==> src/rtl/ycbcr_pkg.sv <==
// Shared constants and types for the YCbCr skin filter: default coefficients,
// default thresholds, output mode encodings and the CSC offsets.
package ycbcr_pkg;

    localparam logic signed [11:0] KY_R_DEF  =  12'sd263;
    localparam logic signed [11:0] KY_G_DEF  =  12'sd516;
    localparam logic signed [11:0] KY_B_DEF  =  12'sd100;
    localparam logic signed [11:0] KCB_R_DEF = -12'sd152;
    localparam logic signed [11:0] KCB_G_DEF = -12'sd298;
    localparam logic signed [11:0] KCB_B_DEF =  12'sd450;
    localparam logic signed [11:0] KCR_R_DEF =  12'sd450;
    localparam logic signed [11:0] KCR_G_DEF = -12'sd377;
    localparam logic signed [11:0] KCR_B_DEF = -12'sd73;

    localparam int unsigned Y_OFFSET = 16;
    localparam int unsigned C_OFFSET = 128;

    // Width of a shifted CSC result; independent of DW since the shift tracks DW.
    localparam int CSC_RW = 14;

    localparam logic [7:0] CR_LO_DEF = 8'd133;
    localparam logic [7:0] CR_HI_DEF = 8'd179;
    localparam logic [7:0] CB_LO_DEF = 8'd91;
    localparam logic [7:0] CB_HI_DEF = 8'd111;

    typedef enum logic [1:0] {
        ModeMask    = 2'd0,
        ModeYcc     = 2'd1,
        ModeSkinRgb = 2'd2,
        ModeBypass  = 2'd3
    } mode_e;

    typedef struct packed {
        logic [7:0] cr_lo;
        logic [7:0] cr_hi;
        logic [7:0] cb_lo;
        logic [7:0] cb_hi;
    } thr_t;

    typedef struct packed {
        mode_e mode;
        thr_t  thr;
    } cfg_t;

    localparam thr_t THR_DEF = '{cr_lo: CR_LO_DEF, cr_hi: CR_HI_DEF,
                                 cb_lo: CB_LO_DEF, cb_hi: CB_HI_DEF};

    function automatic logic [7:0] clamp_u8(input logic signed [31:0] v);
        if (v < 0) begin
            return 8'd0;
        end
        if (v > 255) begin
            return 8'hff;
        end
        return v[7:0];
    endfunction

endpackage

==> src/rtl/csc_mac3.sv <==
// Two-cycle 3-term signed multiply-accumulate: registered products, then
// registered (sum + offset) arithmetically shifted down by DW+2.
module csc_mac3
    import ycbcr_pkg::*;
#(
    parameter int                 DW  = 10,
    parameter int unsigned        OFF = 16,
    parameter logic signed [11:0] K_R = 12'sd0,
    parameter logic signed [11:0] K_G = 12'sd0,
    parameter logic signed [11:0] K_B = 12'sd0
) (
    input  logic                     i_clk,
    input  logic                     i_rst,
    input  logic [DW-1:0]            i_r,
    input  logic [DW-1:0]            i_g,
    input  logic [DW-1:0]            i_b,
    output logic signed [CSC_RW-1:0] o_res
);

    localparam int SH = DW + 2;
    localparam int PW = DW + 13;
    localparam int SW = DW + 16;
    localparam logic signed [SW-1:0] OFFS = SW'(OFF) << SH;

    logic signed [PW-1:0]     r_pr, r_pg, r_pb;
    logic signed [SW-1:0]     w_sum;
    logic signed [CSC_RW-1:0] r_res;

    always_comb begin
        w_sum = SW'(r_pr) + SW'(r_pg) + SW'(r_pb) + OFFS;
    end

    always_ff @(posedge i_clk or posedge i_rst) begin
        if (i_rst) begin
            r_pr  <= '0;
            r_pg  <= '0;
            r_pb  <= '0;
            r_res <= '0;
        end else begin
            // Components are unsigned; widen with a zero sign bit before the signed multiply.
            r_pr  <= PW'(K_R) * PW'($signed({1'b0, i_r}));
            r_pg  <= PW'(K_G) * PW'($signed({1'b0, i_g}));
            r_pb  <= PW'(K_B) * PW'($signed({1'b0, i_b}));
            r_res <= CSC_RW'(w_sum >>> SH);
        end
    end

    assign o_res = r_res;

endmodule

==> src/rtl/ycbcr_skin_filter.sv <==
// RGB -> YCbCr skin detector: 4-stage pipeline with per-frame configuration
// latched at SOF and a per-frame skin-pixel counter.
module ycbcr_skin_filter
    import ycbcr_pkg::*;
#(
    parameter int                 DW    = 10,
    parameter int                 CNTW  = 20,
    parameter logic signed [11:0] KY_R  = KY_R_DEF,
    parameter logic signed [11:0] KY_G  = KY_G_DEF,
    parameter logic signed [11:0] KY_B  = KY_B_DEF,
    parameter logic signed [11:0] KCB_R = KCB_R_DEF,
    parameter logic signed [11:0] KCB_G = KCB_G_DEF,
    parameter logic signed [11:0] KCB_B = KCB_B_DEF,
    parameter logic signed [11:0] KCR_R = KCR_R_DEF,
    parameter logic signed [11:0] KCR_G = KCR_G_DEF,
    parameter logic signed [11:0] KCR_B = KCR_B_DEF
) (
    input  logic            iCLK,
    input  logic            iRST,
    input  logic            iValid,
    input  logic            iSOF,
    input  logic            iEOF,
    input  logic [DW-1:0]   iRed,
    input  logic [DW-1:0]   iGreen,
    input  logic [DW-1:0]   iBlue,
    input  logic [1:0]      iMode,
    input  logic            iCfgWe,
    input  logic [1:0]      iCfgAddr,
    input  logic [7:0]      iCfgData,
    output logic            oValid,
    output logic            oSOF,
    output logic            oEOF,
    output logic [DW-1:0]   oRed,
    output logic [DW-1:0]   oGreen,
    output logic [DW-1:0]   oBlue,
    output logic            oSkin,
    output logic [CNTW-1:0] oSkinCount,
    output logic            oCountValid
);

    localparam logic [DW-1:0] MASK_ON = DW'(255) << (DW - 8);

    typedef struct packed {
        logic          v;
        logic          sof;
        logic          eof;
        logic [DW-1:0] r;
        logic [DW-1:0] g;
        logic [DW-1:0] b;
        cfg_t          cfg;
    } pix_t;

    pix_t                     w_p0, r_p1, r_p2, r_p3;
    thr_t                     r_shadow;
    cfg_t                     r_act;
    logic signed [CSC_RW-1:0] w_y2, w_cb2, w_cr2;
    logic [7:0]               r_y3, r_cb3, r_cr3;
    logic                     w_skin;
    logic [DW-1:0]            w_r, w_g, w_b;
    logic [CNTW-1:0]          r_cnt, w_cnt_base, w_cnt_next;

    // The SOF pixel already uses the config it is about to install.
    always_comb begin
        w_p0.v   = iValid;
        w_p0.sof = iSOF;
        w_p0.eof = iEOF;
        w_p0.r   = iRed;
        w_p0.g   = iGreen;
        w_p0.b   = iBlue;
        w_p0.cfg = r_act;
        if (iValid && iSOF) begin
            w_p0.cfg.mode = mode_e'(iMode);
            w_p0.cfg.thr  = r_shadow;
        end
    end

    always_ff @(posedge iCLK or posedge iRST) begin
        if (iRST) begin
            r_shadow <= THR_DEF;
            r_act    <= '{mode: ModeMask, thr: THR_DEF};
        end else begin
            if (iCfgWe) begin
                unique case (iCfgAddr)
                    2'd0: r_shadow.cr_lo <= iCfgData;
                    2'd1: r_shadow.cr_hi <= iCfgData;
                    2'd2: r_shadow.cb_lo <= iCfgData;
                    2'd3: r_shadow.cb_hi <= iCfgData;
                endcase
            end
            if (iValid && iSOF) begin
                r_act <= w_p0.cfg;
            end
        end
    end

    csc_mac3 #(.DW(DW), .OFF(Y_OFFSET), .K_R(KY_R), .K_G(KY_G), .K_B(KY_B)) u_mac_y (
        .i_clk (iCLK),
        .i_rst (iRST),
        .i_r   (iRed),
        .i_g   (iGreen),
        .i_b   (iBlue),
        .o_res (w_y2)
    );

    csc_mac3 #(.DW(DW), .OFF(C_OFFSET), .K_R(KCB_R), .K_G(KCB_G), .K_B(KCB_B)) u_mac_cb (
        .i_clk (iCLK),
        .i_rst (iRST),
        .i_r   (iRed),
        .i_g   (iGreen),
        .i_b   (iBlue),
        .o_res (w_cb2)
    );

    csc_mac3 #(.DW(DW), .OFF(C_OFFSET), .K_R(KCR_R), .K_G(KCR_G), .K_B(KCR_B)) u_mac_cr (
        .i_clk (iCLK),
        .i_rst (iRST),
        .i_r   (iRed),
        .i_g   (iGreen),
        .i_b   (iBlue),
        .o_res (w_cr2)
    );

    always_ff @(posedge iCLK or posedge iRST) begin
        if (iRST) begin
            r_p1  <= '0;
            r_p2  <= '0;
            r_p3  <= '0;
            r_y3  <= '0;
            r_cb3 <= '0;
            r_cr3 <= '0;
        end else begin
            r_p1  <= w_p0;
            r_p2  <= r_p1;
            r_p3  <= r_p2;
            r_y3  <= clamp_u8(32'(w_y2));
            r_cb3 <= clamp_u8(32'(w_cb2));
            r_cr3 <= clamp_u8(32'(w_cr2));
        end
    end

    always_comb begin
        w_skin = (r_cr3 >= r_p3.cfg.thr.cr_lo) && (r_cr3 <= r_p3.cfg.thr.cr_hi) &&
                 (r_cb3 >= r_p3.cfg.thr.cb_lo) && (r_cb3 <= r_p3.cfg.thr.cb_hi);
        w_r = r_p3.r;
        w_g = r_p3.g;
        w_b = r_p3.b;
        unique case (r_p3.cfg.mode)
            ModeMask: begin
                w_r = w_skin ? MASK_ON : '0;
                w_g = w_skin ? MASK_ON : '0;
                w_b = w_skin ? MASK_ON : '0;
            end
            ModeYcc: begin
                w_r = DW'(r_y3) << (DW - 8);
                w_g = DW'(r_cb3) << (DW - 8);
                w_b = DW'(r_cr3) << (DW - 8);
            end
            ModeSkinRgb: begin
                if (!w_skin) begin
                    w_r = '0;
                    w_g = '0;
                    w_b = '0;
                end
            end
            ModeBypass: begin
            end
        endcase
        w_cnt_base = r_p3.sof ? '0 : r_cnt;
        w_cnt_next = (&w_cnt_base) ? w_cnt_base : w_cnt_base + CNTW'(w_skin);
    end

    always_ff @(posedge iCLK or posedge iRST) begin
        if (iRST) begin
            oValid      <= 1'b0;
            oSOF        <= 1'b0;
            oEOF        <= 1'b0;
            oRed        <= '0;
            oGreen      <= '0;
            oBlue       <= '0;
            oSkin       <= 1'b0;
            oSkinCount  <= '0;
            oCountValid <= 1'b0;
            r_cnt       <= '0;
        end else begin
            oValid      <= r_p3.v;
            oSOF        <= r_p3.v & r_p3.sof;
            oEOF        <= r_p3.v & r_p3.eof;
            oCountValid <= r_p3.v & r_p3.eof;
            if (r_p3.v) begin
                oRed   <= w_r;
                oGreen <= w_g;
                oBlue  <= w_b;
                oSkin  <= w_skin;
                r_cnt  <= w_cnt_next;
                if (r_p3.eof) begin
                    oSkinCount <= w_cnt_next;
                end
            end
        end
    end

endmodule

==> config.mk <==
export PLATFORM = sky130hd
export DESIGN_NAME = ycbcr_skin_filter
export DESIGN_NICKNAME = d
export VERILOG_FILES = /design/src/rtl/ycbcr_pkg.sv /design/src/rtl/csc_mac3.sv /design/src/rtl/ycbcr_skin_filter.sv
export SDC_FILE = /design/constraint.sdc
export NUM_CORES = 2
export LEC_CHECK = 0
export CORE_MARGIN = 2
export CORE_UTILIZATION = 50
export CTS_CLUSTER_DIAMETER = 100
export DETAILED_ROUTE_END_ITERATION = 12
export HOLD_SLACK_MARGIN = 0.02
export PLACE_DENSITY_LB_ADDON = 0.12
export SYNTH_ARGS = -nofsm -noshare
export SYNTH_HDL_FRONTEND = slang
export SYNTH_SLANG_ARGS = --single-unit
==> constraint.sdc <==
create_clock -name iCLK -period 38.7 [get_ports iCLK]
set_input_delay 7.74 -clock iCLK [delete_from_list [all_inputs] [get_ports iCLK]]
set_output_delay 7.74 -clock iCLK [all_outputs]
set_load 0.05 [all_outputs]
# Word-level counts from Yosys, hierarchy flattened
# Index checks and enable logic that the tools add are counted.
totals:
  register_bits: 572
  latchBits: 0
  mem_bits_rw: 0
  mem_bits_ro: 0
  inputBits: 48
  out_inout_bits: 55
  wordCells: 145
  memories: 0
op_classes:
  n_addsub: 10
  n_mul: 9
  n_div: 0
  magnitude_cmp: 10
  eq_ne: 5
  shifts: 0
  muxes: 31
  bitwise: 2
  n_reduce_logical: 12
ops:
  columns: ["operator", "n"]
  rows:
  - ["$mux W8", 12]
  - ["$pmux W10 S3", 3]
  - ["$mul A8 B10 Y18 const A", 3]
  - ["$add A26 B21 Y26 const B", 2]
  - ["$add A20 B21 Y22", 2]
  - ["$gt A14 B9 Y1 const B", 3]
  - ["$lt A14 B1 Y1 const B", 3]
  - ["$mux W10", 4]
  - ["$mux W20", 2]
  - ["$mux W34", 1]
  - ["$add A26 B18 Y26 const B", 1]
  - ["$add A22 B19 Y23", 1]
  - ["$add A22 B20 Y23", 1]
  - ["$add A21 B17 Y22", 1]
  - ["$add A19 B20 Y21", 1]
  - ["$mul A10 B11 Y21 const A", 1]
  - ["$add A20 B1 Y20", 1]
  - ["$mul A9 B11 Y20 const A", 1]
  - ["$reduce_and A20 Y1", 1]
  - ["$mul A8 B11 Y19 const A", 1]
  - ["$mul A9 B10 Y19 const A", 1]
  - ["$mul A6 B11 Y17 const A", 1]
  - ["$ge A8 B8 Y1", 2]
  - ["$le A8 B8 Y1", 2]
  - ["other kinds (8)", 28]

# Longest topological paths before layout
logic_depth:
  word_depth: 6
  mapped_depth: 20
  mapped_depth_nobuf: 20

# Hierarchy
# Synthesis repeated with hierarchy kept, for this count alone.
hier_totals:
  cells_unflattened: 2795
  area_unflattened_um2: 33415.8
modules_own_cells:
  columns: ["module", "instances", "cells_each", "area_each_um2", "seq_area_each_um2"]
  rows:
  - ["ycbcr_skin_filter", 1, 950, 13216.4, 9181.3]
  - ["csc_mac3 (u_mac_cr)", 1, 757, 8075.2, 1751.7]
  - ["csc_mac3 (u_mac_cb)", 1, 642, 7155.6, 1676.6]
  - ["csc_mac3 (u_mac_y)", 1, 446, 4968.5, 1501.4]

# Worst setup path after synthesis
# Ideal clock, no wire load.
synth_path:
  path_type: "input port to flip-flop"
  from: "input port iGreen[5]"
  to: "register, netlist name u_mac_cb.r_pg[20]"
  setup_time_ns: 0.099
  arrival_time_ns: 11.735
  required_time_ns: 38.601
  path_slack_ns: 26.865
  cell_stages: 16
  path_buffers: 0
  path_cell_list: "inv_1 -> ha_1 -> fa_1 -> inv_1 -> fa_1 -> fa_1 -> fa_1 -> ha_1 -> o21ai_0 -> a21boi_0 -> o21ai_0 -> a21oi_1 -> a41oi_1 -> a21oi_1 -> nor4_1 -> a311oi_1"
synth_via:
  elab_chain_len: 1
synth_rtl:
  columns: ["item", "line_no", "rtl"]
  rows:
  - ["start: declaration", "ycbcr_skin_filter.sv:24", "input logic [DW-1:0] iGreen,"]
  - ["$mul A9 B11 Y20", "csc_mac3.sv:42", "r_pg <= PW'(K_G) * PW'($signed({1'b0, i_g}));"]
# Every way passes these cells.
# A chain may end at the register's enable or synchronous reset.

# Worst setup path in the final report
layout_path:
  from: "input port iGreen[5]"
  to: "register, netlist name u_mac_cb.r_pg[20]"
layout_via:
  elab_chain_len: 1
layout_rtl:
  columns: ["item", "line_no"]
  rows:
  - ["$mul A9 B11 Y20", "csc_mac3.sv:42"]
# Every way passes these cells.

==> impl_metrics.toml <==
[power_and_ir_drop]
p_leak_nw = 17.3
cellPowerDensity_nw_per_um2 = 77.1
ir_worst_vdd_mv = 0.0516

[synth]
ys_ff_latch = 538
syn_avg_cell_area_um2 = 12.1
synth_area_um2 = 31500
synthFlopType = "dfrtp_1"
synthesis.nets = 3303
ys_seq_area_frac = 0.429
syn_inst = 2611
synthArstFlopShare = 1.00
ys_warn_count = 0
ys_types = 86
synth_edf_count = 0

[cts]
cts_sinks = 538
cts_made_buffers = 57
postCtsSetupBuffers = 0
cts_buffer_depth = 3
insertion_delay_ps = 640
cts-root-buf = "clkbuf_16"
htreeDepth = 2
clk_pin_slew_ps = 60
ctsHoldBuffers = 0
post_cts_resized = 0
cts_tree = "built"

[global_route]
grt.overflow.total = 0
antenna_found_initial = 6
grt_usage = 0.224
grt_pass1_vias = 20013
grt_start_max_net_pins = 175
grt_pass1_wl_mm = 111

[floorplanning]
coreArea_um2 = 61900
fp.dieArea_um2 = 65000
rows = 91
ios = 103
die_h_um = 255
die-width_um = 255
start_util = 0.508

[placed_design]
placed_cell_area_um2 = 33500
place.gp.congestion = 0.886
numPortBuffers = 102
detailedPlacementHpwl_mm = 54.5

[timing]
slew_viol_final = 0
setup_violations = 0
finalCriticalPeriod_ps = 12620
fin_worst_skew_ps = 35.2
hold_viol = 0
fmax_mhz = 79.2
setup_tns_ps = 0
rsz0062_at_grt = "no"
tightest_slew_ps = 1040
min_period_over_period = 0.326
relSlewSlack = 0.305

[layout]
design_area_um2 = 35500
syn2layout_area_growth_pct = 12.7
final_common_cell = "dfrtp_1"
finalNetCount = 3433
drive_above_1_share = 0.0984
final_cell_mix = "dfrtp_1 (500), ha_1 (472), inv_1 (376)"

[routing]
drtIter0Drc = 1082
num_vias = 19002
first_pass_iters = 5
routed_via_density = 5.24
wirelength_mm = 69.8
ant_nets = 0
wire_per_inst_um = 19.3
drc = 0

[setup_path]
cp_max_fo = 8
ff2ff_setup_slack_ps = 34360
critPathCaptureType = "flip-flop"
critPathLaunchType = "input port"
reg2reg_depth = 18
worstSetupPathType = "in -> reg"
required_ps = 39210
cp_data_arrival_time_ps = 13130

[worst_hold_path]
worstHoldPathType = "reg -> reg"
min_path_cells = 0

[flow_run]
max_cap_violations = 0

[run_status]
status = "finished clean"
[power by group]
group	internal, mW	switching [mW]	total (mW)
Clock	0.330	0.229	0.558
Sequential	0.741	0.106	0.848
Combinational	0.565	0.765	1.33
Total	1.64	1.10	2.74
[cells by family after synthesis]
group	synth area share
adders and majority gates	0.297
DFF	0.429
buffers and inverters	0.0507
and+or+nand+nor	0.0584
AOI/OAI and AO/OA	0.0769
xor gates and xnor gates	0.0408
muxes	0.0472
[Yosys cell counts (10+ instances only)]
cell type	instances	share of area
o221ai_1	24	0.0067
o22ai_1	34	0.0068
or3_1	20	0.0040
o21ai_1	10	0.0016
mux2_2	100	0.036
nand4_1	11	0.0022
nand3_1	27	0.0043
clkbuf_1	35	0.0042
inv_1	378	0.045
a21oi_1	92	0.015
dfstp_2	38	0.032
o21a_1	12	0.0029
xor2_1	32	0.0089
nand2_1	91	0.011
o31ai_1	13	0.0031
dfrtp_1	500	0.40
fa_1	172	0.11
nor2_1	93	0.011
xnor2_1	113	0.031
o21bai_1	25	0.0060
nor2b_1	21	0.0042
ha_1	472	0.19
a31oi_1	10	0.0020
nor3_1	29	0.0046
o21ai_0	46	0.0073
mux2i_1	35	0.011
a21o_1	29	0.0069
nand2b_1	14	0.0028
[metrics by stage]
stage          setup WS (ps)  power, mW  instances  hold slack [ps]  utilization
2_1_floorplan          15990       1.78       2611              331            -
3_3_place_gp           25550       2.15       3519              333        0.541
3_5_place_dp           25460       2.18       3519              335        0.541
4_1_cts                26100       2.76       3622              333        0.573
5_1_grt                25770       2.95       3622              336        0.573
6_report               26080       2.74       3623              326        0.573
[cell type report]
| cell class | instances | area, um^2 |
|---|---|---|
| fill | 5188 | 26500 |
| multi-input combinational | 1649 | 16400 |
| sequential | 538 | 13500 |
| clock buffer | 82 | 1640 |
| inverter | 381 | 1440 |
| timing repair buffer | 114 | 1140 |
| tap | 837 | 1050 |
| clock inverter | 21 | 320 |
| antenna | 1 | 2.50 |
[worst max-delay path: stages]
cell	delay [ps]
clkdlybuf4s50_1	780
inv_1	120
ha_1	410
fa_1	570
inv_1	70
fa_1	470
fa_1	580
fa_1	430
ha_1	340
o21ai_0	110
a21boi_0	230
o21ai_0	140
a21oi_1	220
a41oi_1	260
a21oi_1	320
nor4_1	80
a311oi_1	250
[sequential cells by signal, summed over array words and instances (netlist names), 11 cells and up]
register,count
oSkinCount,20
r_act,34
r_cnt,20
r_p1,64
r_p2,67
r_p3,67
r_shadow,32
u_mac_cb.o_res,13
u_mac_cb.r_pb,13
u_mac_cb.r_pg,18
u_mac_cb.r_pr,15
u_mac_cr.o_res,13
u_mac_cr.r_pb,19
u_mac_cr.r_pg,21
u_mac_cr.r_pr,13
u_mac_y.r_pb,12
u_mac_y.r_pg,11
u_mac_y.r_pr,18
[worst paths after layout]
check                          start                end
min in group asynchronous       iRST           r_p1[15]
setup reg to reg            r_cr3[1]     oSkinCount[14]
setup / recovery           iGreen[5]  u_mac_cb.r_pg[20]
max in group asynchronous       iRST  u_mac_cb.r_pg[12]
hold / removal              r_p2[48]           r_p3[48]
hold reg to reg             r_p2[48]           r_p3[48]
[routing by layer]
layer,part of all wire,vias to the layer above,global-route usage
met2,0.47,347,0.367
met3,0.040,107,0.0272
met5,0.00019,-,0
met1,0.46,9474,0.311
li1,-,9072,-
met4,0.033,2,0.0765
Note: power is estimated with default switching activity, not from simulation.
